<file path="src/rtl/regfile_port_ctrl.sv">
// regfile_port_ctrl: maps a 2-read/1-write register interface onto a dual-port BRAM.
// Zero-fills the RAM after reset, hardwires x0, forwards same-cycle writes and stalls rs1 when neither port is free.
module regfile_port_ctrl #(
  parameter int DATAW = 32,
  parameter int REGW  = 5
) (
  input  logic             clk,
  input  logic             rst,
  input  logic             req_valid,
  output logic             req_ready,
  input  logic [REGW-1:0]  req_rs1,
  input  logic [REGW-1:0]  req_rs2,
  output logic             rsp_valid,
  output logic [DATAW-1:0] rsp_rs1_data,
  output logic [DATAW-1:0] rsp_rs2_data,
  input  logic             wr_en,
  input  logic [REGW-1:0]  wr_addr,
  input  logic [DATAW-1:0] wr_data,
  output logic             init_done,
  output logic             ram_wea,
  output logic             ram_web,
  output logic [REGW-1:0]  ram_addra,
  output logic [REGW-1:0]  ram_addrb,
  output logic [DATAW-1:0] ram_dina,
  output logic [DATAW-1:0] ram_dinb,
  input  logic [DATAW-1:0] ram_douta,
  input  logic [DATAW-1:0] ram_doutb
);
  typedef enum logic {INIT, RUN} state_t;
  typedef enum logic [1:0] {SRC_ZERO, SRC_FWD, SRC_B, SRC_A} src_t;
  state_t            state_q;
  logic [REGW-2:0]   cnt_q;
  logic              init_done_q, rsp_valid_q;
  src_t              sel1_q, sel2_q, sel1_d, sel2_d;
  logic [DATAW-1:0]  fwd_q, hold1_q, hold2_q, val1, val2;
  logic              run, we;
  always_comb begin
    run       = state_q == RUN;
    we        = run && wr_en && wr_addr != '0;
    req_ready = run && !(we && req_rs1 != '0 && req_rs1 != wr_addr && req_rs1 != req_rs2);
    sel1_d    = req_rs1 == '0 ? SRC_ZERO : (we && req_rs1 == wr_addr) ? SRC_FWD :
                req_rs1 == req_rs2 ? SRC_B : SRC_A;
    sel2_d    = req_rs2 == '0 ? SRC_ZERO : (we && req_rs2 == wr_addr) ? SRC_FWD : SRC_B;
    // Outputs are forced to zero while reset is asserted, even though INIT is already entered.
    ram_wea   = !rst && (run ? we : 1'b1);
    ram_web   = !rst && !run;
    ram_addra = rst ? '0 : run ? (we ? wr_addr : req_rs1) : {cnt_q, 1'b0};
    ram_addrb = rst ? '0 : run ? req_rs2 : {cnt_q, 1'b1};
    ram_dina  = (!rst && we) ? wr_data : '0;
    ram_dinb  = '0;
    val1      = sel1_q == SRC_ZERO ? '0 : sel1_q == SRC_FWD ? fwd_q :
                sel1_q == SRC_B ? ram_doutb : ram_douta;
    val2      = sel2_q == SRC_ZERO ? '0 : sel2_q == SRC_FWD ? fwd_q : ram_doutb;
    rsp_valid    = rsp_valid_q;
    rsp_rs1_data = rsp_valid_q ? val1 : hold1_q;
    rsp_rs2_data = rsp_valid_q ? val2 : hold2_q;
    init_done    = init_done_q;
  end
  always_ff @(posedge clk or posedge rst) begin
    if (rst) begin
      state_q     <= INIT;
      cnt_q       <= '0;
      init_done_q <= 1'b0;
      rsp_valid_q <= 1'b0;
      sel1_q      <= SRC_ZERO;
      sel2_q      <= SRC_ZERO;
      fwd_q       <= '0;
      hold1_q     <= '0;
      hold2_q     <= '0;
    end else begin
      if (!run) begin
        cnt_q <= cnt_q + 1'b1;
        if (&cnt_q) begin
          state_q     <= RUN;
          init_done_q <= 1'b1;
        end
      end
      rsp_valid_q <= req_valid && req_ready;
      if (req_valid && req_ready) begin
        sel1_q <= sel1_d;
        sel2_q <= sel2_d;
        fwd_q  <= wr_data;
      end
      if (rsp_valid_q) begin
        hold1_q <= val1;
        hold2_q <= val2;
      end
    end
  end
endmodule

</file>
<file path="config.mk">
export PLATFORM = sky130hd
export DESIGN_NAME = regfile_port_ctrl
export DESIGN_NICKNAME = d
export VERILOG_FILES = /design/src/rtl/regfile_port_ctrl.sv
export SDC_FILE = /design/constraint.sdc
export NUM_CORES = 1
export LEC_CHECK = 0
export ABC_CLOCK_PERIOD_IN_PS = 4000
export CAP_MARGIN = 20
export CORE_UTILIZATION = 43
export DETAILED_ROUTE_END_ITERATION = 16
export HOLD_SLACK_MARGIN = 0.03
export PLACE_DENSITY_LB_ADDON = 0.3
export SYNTH_ARGS = -nofsm -noshare
export SYNTH_HDL_FRONTEND = slang
export SYNTH_SLANG_ARGS = --single-unit
</file>
<file path="constraint.sdc">
create_clock -name clk -period 4 [get_ports clk]
set_input_delay 0.4 -clock clk [delete_from_list [all_inputs] [get_ports clk]]
set_output_delay 0.4 -clock clk [all_outputs]
set_load 0.01 [all_outputs]
</file>
==> flow_metrics.tcl, run 1 <==
set metrics [dict create \
    drive_gt1_frac 0.0819 \
    finalClockSkew_ps 5.43 \
    fin_area_um2 8400 \
    drc 0 \
    clk_path_buf_depth 2 \
    met2_length_mm 8.55 \
    yosysUniqueCellTypes 37 \
    fin_util 0.637 \
    postRouteAntennaNets 0 \
    num_rows 42 \
    maxCapViolCount 0 \
    dr.pass1.iters 5 \
    fin_setup_tns_ps 0 \
    required_ps 3600 \
    fmax_mhz 298 \
    setup_slack_ps 647 \
    arrival_ps 2950 \
    grt_start_max_net_pins 87 \
    min_period_ps 3350 \
    met1_length_mm 6.87 \
    peakVddDrop_v 0.000317 \
    cts_made_buffers 9 \
    start_util 0.439 \
    grt_pass1_vias 5236 \
    area_growth_pct 45.0 \
    leakage_nw 3.60 \
    via_per_inst 5.20 \
    run_status "complete, no violations" \
    period_share 0.838 \
    crit_buf_inv 2 \
    endpoint_kind "primary output" \
    dr.max_layer_used "met4" \
    fin_hold_ws_ps 498 \
    crit_family "flip-flops" \
    antenna_found_initial 0 \
    clock_sinks 107 \
    syn-instance-count 625 \
    drtIter0Drc 312 \
    grt_pass1_wl_mm 26.7 \
    dr_wl_met3_um 978 \
    critPathKind "reg -> out" \
    io_buffers 225 \
    cp_cell_sequence "o211ai_1 > nor2_2 > buf_8 > and2_1 > clkdlybuf4s50_1" \
    htreeDepth 3 \
    fillers 1079 \
    num_io_pins 258 \
    core_um2 13200 \
    path_depth 5 \
    netlist_area_um2 5790 \
    finalNetCount 941 \
    dieArea_um2 13900 \
    synth-seq-cells 107 \
    dp_hpwl_mm 11.8 \
    die_h_um 118 \
    min_path_type "in -> async" \
    dr_total_vias 5235 \
    grt_use_total 0.242 \
    gp_congestion 0.899 \
    tightest_slew_ps 998 \
    finalHoldViolCount 0 \
    postCtsSetupBuffers 0 \
    grt-ovfl-total 0 \
    syn_area_per_cell_um2 9.26 \
    rsz0062_at_grt "no" \
    cp_max_fo 20 \
    post-place-ws_ps 733 \
    cts_root_buffer "clkbuf_16" \
    die_x_um 118 \
    insertion_delay_ps 340 \
    cts_tree "done" \
    antenna_cells 0 \
    clk_pin_slew_ps 70 \
    hold_buffers 0 \
    ff2ff_path_depth 4 \
    yosysSeqAreaShare 0.462 \
    slew_headroom 0.334 \
    cts-resized-gates 0 \
    power.density_nw_per_um2 398 \
    yosysWarningCount 0 \
    finalSetupViolCount 0 \
    place_area_um2 8050 \
    wire_per_inst_um 16.6 \
    drv_slew 0 \
    wl_mm 16.7 \
    cp_slowest_stage_delay_ps 790 \
    crit_slowest_cell "dfrtp_1" \
    worstSetupStartpointType "flip-flop" \
]
==> flip-flops by register name, indices dropped and copies added (netlist names) <==
| name | cells |
|---|---|
| rsp_valid | 1 |
| sel1_q | 2 |
| run | 1 |
| sel2_q | 2 |
| init_done | 1 |
| hold1_q | 32 |
| cnt_q | 4 |
| hold2_q | 32 |
| fwd_q | 32 |
==> Yosys cell counts <==
library cell | number | area [µm²]
a21oi_1 | 95 | 475
a221oi_1 | 1 | 8.76
a22oi_1 | 18 | 135
a311oi_1 | 3 | 26.3
a31oi_1 | 23 | 144
a31oi_4 | 1 | 21.3
a41o_1 | 1 | 10.0
and2_1 | 34 | 213
buf_1 | 6 | 22.5
buf_2 | 1 | 5.00
buf_4 | 32 | 240
buf_6 | 3 | 33.8
clkbuf_1 | 35 | 131
conb_1 | 1 | 3.75
dfrtp_1 | 107 | 2680
ha_1 | 1 | 12.5
inv_1 | 5 | 18.8
mux2_1 | 1 | 11.3
mux2_2 | 33 | 372
mux2i_1 | 37 | 370
nand2_1 | 23 | 86.3
nand3_1 | 5 | 25.0
nor2_1 | 124 | 465
nor2_2 | 1 | 6.26
nor2b_1 | 2 | 12.5
nor3_1 | 5 | 25.0
nor4_1 | 1 | 6.26
o211ai_1 | 1 | 7.51
o21a_1 | 1 | 7.51
o21ai_4 | 1 | 16.3
o22a_1 | 1 | 8.76
o22ai_1 | 1 | 6.26
o32ai_1 | 1 | 8.76
or4_1 | 1 | 7.51
or4_4 | 1 | 11.3
xnor2_1 | 8 | 70.1
xor2_1 | 10 | 87.6
==> final cells by class <==
| cell class | instances | area [µm²] | share of cell area |
|---|---|---|---|
| tap | 176 | 220 | 0.0262 |
| inverter | 5 | 21.3 | 0.00253 |
| timing repair buffer | 235 | 2370 | 0.282 |
| multi-input combinational | 467 | 2780 | 0.331 |
| clock buffer | 12 | 246 | 0.0294 |
| sequential | 107 | 2680 | 0.320 |
| clock inverter | 4 | 73.8 | 0.00879 |
==> worst paths after layout <==
kind                                to  startpoint  slack (ps)
min                           cnt_q[3]         rst         500
min in group clk             init_done   init_done         510
max reg2reg                  fwd_q[24]         run        1600
min reg2reg                  init_done   init_done         510
max in group asynchronous  hold1_q[12]         rst        2520
max                        ram_dina[4]         run         650
==> cell usage in the layout (no fill, tap or decap), drive strengths merged, types with 2 or more instances in the layout <==
cell and n:
a21oi 95, a22oi 18, a311oi 3, a31oi 24, and2 34, buf 10, bufinv 2, clkbuf 12
clkdlybuf4s50 225, clkinv 2, conb 32, dfrtp 107, inv 5, mux2 34, mux2i 37, nand2 23
nand3 5, nor2 125, nor2b 2, nor3 5, or4 2, xnor2 8, xor2 10
==> cell families after synthesis <==
group / after synthesis / share of synthesized area
buffers and inverters: 82 / 0.0780
xor gates and xnor gates: 18 / 0.0272
and+or+nand+nor: 197 / 0.148
DFF: 107 / 0.462
AOI/OAI and AO/OA: 148 / 0.151
other: 1 / 0.000648
adders and majority gates: 1 / 0.00216
muxes: 71 / 0.130
==> where the power goes <==
group / leakage (nW) / switching, mW / internal, mW / total, mW
registers: 1.21 / 0.107 / 1.27 / 1.38
logic: 2.23 / 0.473 / 0.551 / 1.02
clock network: 0.157 / 0.370 / 0.566 / 0.937
total: 3.60 / 0.950 / 2.39 / 3.34
==> through the flow <==
step           cells  power [mW]
2_1_floorplan    656        1.89
3_3_place_gp     988        2.40
3_5_place_dp     989        2.42
4_1_cts         1005        3.37
5_1_grt         1006        3.51
6_report        1006        3.34
==> worst reg2reg max path, stage by stage (launching register included) <==
cell	delay, ps
dfrtp_1	790
nand2_1	330
a31oi_4	530
buf_12	270
mux2_2	370
==> per-layer routing <==
metal,up-vias,global-route usage
met2,225,0.425
met5,-,0
met1,2499,0.291
met3,24,0.0552
met4,0,0.0825
li1,2487,-
No activity file was read; power rests on OpenSTA's default activity.
==> run 2, diff against run 1 <==
ABC_CLOCK_PERIOD_IN_PS = 3420   (was 4000)
clock period = 3.42 ns   (was 4 ns; I/O delays follow)
==> flow_metrics.tcl, run 2 (synthesis gave the netlist of run 1 again) <==
set metrics [dict create \
    run_status "complete, no violations" \
    finalHoldViolCount 0 \
    intPower_mw 2.68 \
    power.density_nw_per_um2 459 \
    via_per_inst 5.28 \
    required_ps 3080 \
    finalSetupViolCount 0 \
    die_h_um 118 \
    gp_congestion 0.908 \
    postCtsSetupBuffers 0 \
    leakage_nw 3.61 \
    fin_util 0.636 \
    cp_max_fo 15 \
    grt_pass1_wl_mm 27.8 \
    postRouteAntennaNets 0 \
    peakVddDrop_v 0.000290 \
    crit_path_end "ram_dina[0]" \
    place_area_um2 8090 \
    wire_per_inst_um 17.3 \
    cts_root_buffer "clkbuf_16" \
    wl_mm 17.5 \
    core_um2 13200 \
    power.combinational.fraction 0.314 \
    dr_total_vias 5344 \
    p_switching_mw 1.17 \
    area_growth_pct 44.9 \
    finalNetCount 947 \
    endpoint_kind "primary output" \
    largestRegisters "fwd_q x32, hold1_q x32, hold2_q x32" \
    fin_hold_ws_ps 484 \
    period_share 0.898 \
    grt-ovfl-total 0 \
    timing.rr.end "fwd_q[6]" \
    insertion_delay_ps 350 \
    min_path_type "in -> async" \
    clk_path_buf_depth 2 \
    antenna_found_initial 0 \
    cts_made_buffers 9 \
    start_util 0.439 \
    die_x_um 118 \
    clock_sinks 107 \
    drtIter0Drc 260 \
    layout_common_cells "clkdlybuf4s50_1, nor2_1, dfrtp_1" \
    maxCapViolCount 0 \
    setup_slack_ps 348 \
    dp_hpwl_mm 12.5 \
    mostFrequentLayoutCell "clkdlybuf4s50_1" \
    swShare 0.305 \
    ff2ff_path_depth 6 \
    rsz0062_at_grt "no" \
    slew_headroom 0.334 \
    clockPowerShare 0.266 \
    worstSetupStartpointType "primary input" \
    dr.pass1.iters 5 \
    grt_pass1_vias 5349 \
    hold_buffers 0 \
    post-place-ws_ps 348 \
    clk_pin_slew_ps 70 \
    ff2ff_setup_slack_ps 1390 \
    tightest_slew_ps 998 \
    drive_gt1_frac 0.0909 \
    critPathKind "in -> out" \
    dieArea_um2 13900 \
    min_period_ps 3070 \
    cts_tree "done" \
    arrival_ps 2730 \
    fin_setup_tns_ps 0 \
    fmax_mhz 326 \
    num_io_pins 258 \
    drv_slew 0 \
    num_rows 42 \
    cts-resized-gates 0 \
    worstReg2RegStart "run" \
    drc 0 \
    sequentialPowerShare 0.420 \
    cp-startpoint "wr_addr[1]" \
    grt_use_total 0.252 \
    antenna_cells 0 \
    fin_area_um2 8390 \
    io_buffers 225 \
    htreeDepth 3 \
    grt_start_max_net_pins 75 \
    finalClockSkew_ps 5.60 \
]
run 2: worst max-delay path: stages:
cell	delay [ps]
clkdlybuf4s50_1	490
or4_4	590
o211ai_1	320
nor2_2	100
buf_4	210
and2_1	170
clkdlybuf4s50_1	490
run 2: per-layer routing:
layer  global-route usage  vias up  routed length [µm]
li1                     -     2505                   -
met1                0.307     2598                7330
met2                0.440      223                8840
met3               0.0504       18                1080
met4               0.0946        0                 268
met5                    0        -                   0
run 2: power by group through the flow:
stage,registers (mW),logic (mW),clock network [mW]
2_1_floorplan,1.58,0.628,0
3_3_place_gp,1.63,1.19,0
3_5_place_dp,1.64,1.21,0
4_1_cts,1.62,1.22,1.05
5_1_grt,1.64,1.30,1.10
6_report,1.62,1.21,1.02
run 2: metrics by stage:
stage | instances | power [mW]
after floorplan | 656 | 2.21
after global placement | 996 | 2.81
after detailed placement | 996 | 2.85
after CTS | 1012 | 3.88
after global routing | 1012 | 4.04
final | 1012 | 3.85
run 2: how the worst min path moves through the flow:
stage,start,endpoint,slack [ps]
6_report,rst,sel2_q[0],480
3_5_place_dp,init_done,init_done,480
3_3_place_gp,init_done,init_done,460
2_1_floorplan,wr_data[5],fwd_q[5],480
4_1_cts,rst,sel2_q[0],490
5_1_grt,init_done,init_done,520
run 2: final cells by class:
| type | count | area [µm²] |
|---|---|---|
| fill | 1104 | 4800 |
| multi-input combinational | 467 | 2780 |
| sequential | 107 | 2680 |
| timing repair buffer | 241 | 2380 |
| clock buffer | 11 | 253 |
| tap | 176 | 220 |
| clock inverter | 5 | 45.0 |
| inverter | 5 | 21.3 |
==> run 3, diff against run 2 <==
CORE_AREA = 2 2 99 101   (was unset)
CORE_UTILIZATION = unset   (was 43)
DIE_AREA = 0 0 101 103   (was unset)
DONT_BUFFER_PORTS = 1   (was unset)
==> flow_metrics.tcl, run 3 (synthesis gave the netlist of run 1 again) <==
set metrics [dict create \
    arrival_ps 2530 \
    clock_sinks 107 \
    start_util 0.612 \
    finalHoldViolCount 0 \
    min_path_type "in -> reg" \
    cts_tree "done" \
    layout_common_cells "nor2_1, dfrtp_1, a21oi_1" \
    finalClockSkew_ps 11.7 \
    fin_setup_tns_ps 0 \
    required_ps 3080 \
    io_buffers 0 \
    num_io_pins 258 \
    leakage_nw 2.68 \
    largestRegisters "fwd_q x32, hold1_q x32, hold2_q x32" \
    mostFrequentLayoutCell "nor2_1" \
    tightest_slew_ps 1030 \
    core_um2 9460 \
    finalSetupViolCount 0 \
    drive_gt1_frac 0.116 \
    grt_pass1_vias 4255 \
    num_rows 36 \
    cp_max_fo 20 \
    antenna_found_initial 0 \
    clk_path_buf_depth 2 \
    grt_pass1_wl_mm 22.1 \
    rsz0062_at_grt "no" \
    maxCapViolCount 0 \
    postRouteAntennaNets 0 \
    wl_mm 14.6 \
    finalNetCount 717 \
    critPathKind "reg -> out" \
    area_growth_pct 2.72 \
    cts_made_buffers 9 \
    power.density_nw_per_um2 538 \
    drc 0 \
    dieArea_um2 10400 \
    dr_total_vias 4425 \
    die_h_um 103 \
    dr.pass1.iters 5 \
    htreeDepth 3 \
    die_x_um 101 \
    wire_per_inst_um 20.3 \
    period_share 0.839 \
    dp_hpwl_mm 10.2 \
    slew_headroom 0.310 \
    cts_root_buffer "clkbuf_8" \
    worstSetupStartpointType "flip-flop" \
    insertion_delay_ps 370 \
    antenna_cells 0 \
    via_per_inst 6.15 \
    drv_slew 0 \
    min_period_ps 2870 \
    grt-ovfl-total 0 \
    gp_congestion 0.843 \
    grt_use_total 0.276 \
    fin_util 0.629 \
    fillers 779 \
    drtIter0Drc 142 \
    endpoint_kind "primary output" \
    fmax_mhz 349 \
    grt_start_max_net_pins 108 \
    clk_pin_slew_ps 90 \
    cts-resized-gates 0 \
    peakVddDrop_v 0.000307 \
    run_status "complete, no violations" \
]
==> run 3: worst paths after layout <==
check	from	to	slack, ps	cells past startpoint
setup / recovery	run	ram_dina[20]	550	4
hold / removal	wr_data[5]	fwd_q[5]	110	1
setup reg to reg	run	fwd_q[5]	1250	5
hold reg to reg	cnt_q[0]	cnt_q[0]	530	1
max in group asynchronous	rst	sel2_q[1]	1660	3
min in group asynchronous	rst	fwd_q[19]	590	2
==> run 3: timing repair <==
action | in CTS | in global routing
hold buffers | 1 | 0
endpoints found under the hold margin | 54 | 0
setup buffers | 0 | 0
==> run 3: area by class of cell <==
| class | instances | area (µm²) | share of cell area |
|---|---|---|---|
| repair buffers | 11 | 85.1 | 0.0143 |
| clock inverters | 6 | 95.1 | 0.0160 |
| multi-input cells | 467 | 2780 | 0.468 |
| flip-flops and latches | 107 | 2680 | 0.451 |
| well taps | 114 | 143 | 0.0240 |
| clock buffers | 10 | 138 | 0.0231 |
| inverters | 5 | 21.3 | 0.00358 |
==> run 3: critical path, cell delays in order (launching register included) <==
cell and delay [ps]:
dfrtp_1 780, o211ai_1 310, nor2_2 530, buf_4 330, and2_1 210
==> run 3: routing by layer <==
layer  GRT usage  up-vias  wire length, µm  share of wire
met5           0        -                0              0
met2       0.477      238             7310           0.50
met1       0.326     2118             5590           0.38
li1            -     2034                -              -
met4       0.116        0              403          0.028
met3      0.0766       35             1350          0.092
==> run 3: metrics by stage <==
step                      cell area [µm²]  hold WS [ps]  instances  worst slack [ps]  power, mW
after floorplan                      5910           477        656               164       2.21
after global placement               5710           373        703              1080       2.30
after detailed placement             5710           375        703               972       2.33
after CTS                            5950          88.4        720               501       3.22
after global routing                 5950          90.6        720               305       3.37
final                                5950           107        720               552       3.20
==> run 3: power breakdown <==
| part | total (mW) | internal, mW | leakage [nW] | switching, mW |
|---|---|---|---|---|
| clock | 0.890 | 0.441 | 0.117 | 0.449 |
| sequential | 1.61 | 1.49 | 1.21 | 0.127 |
| combinational | 0.694 | 0.237 | 1.35 | 0.457 |
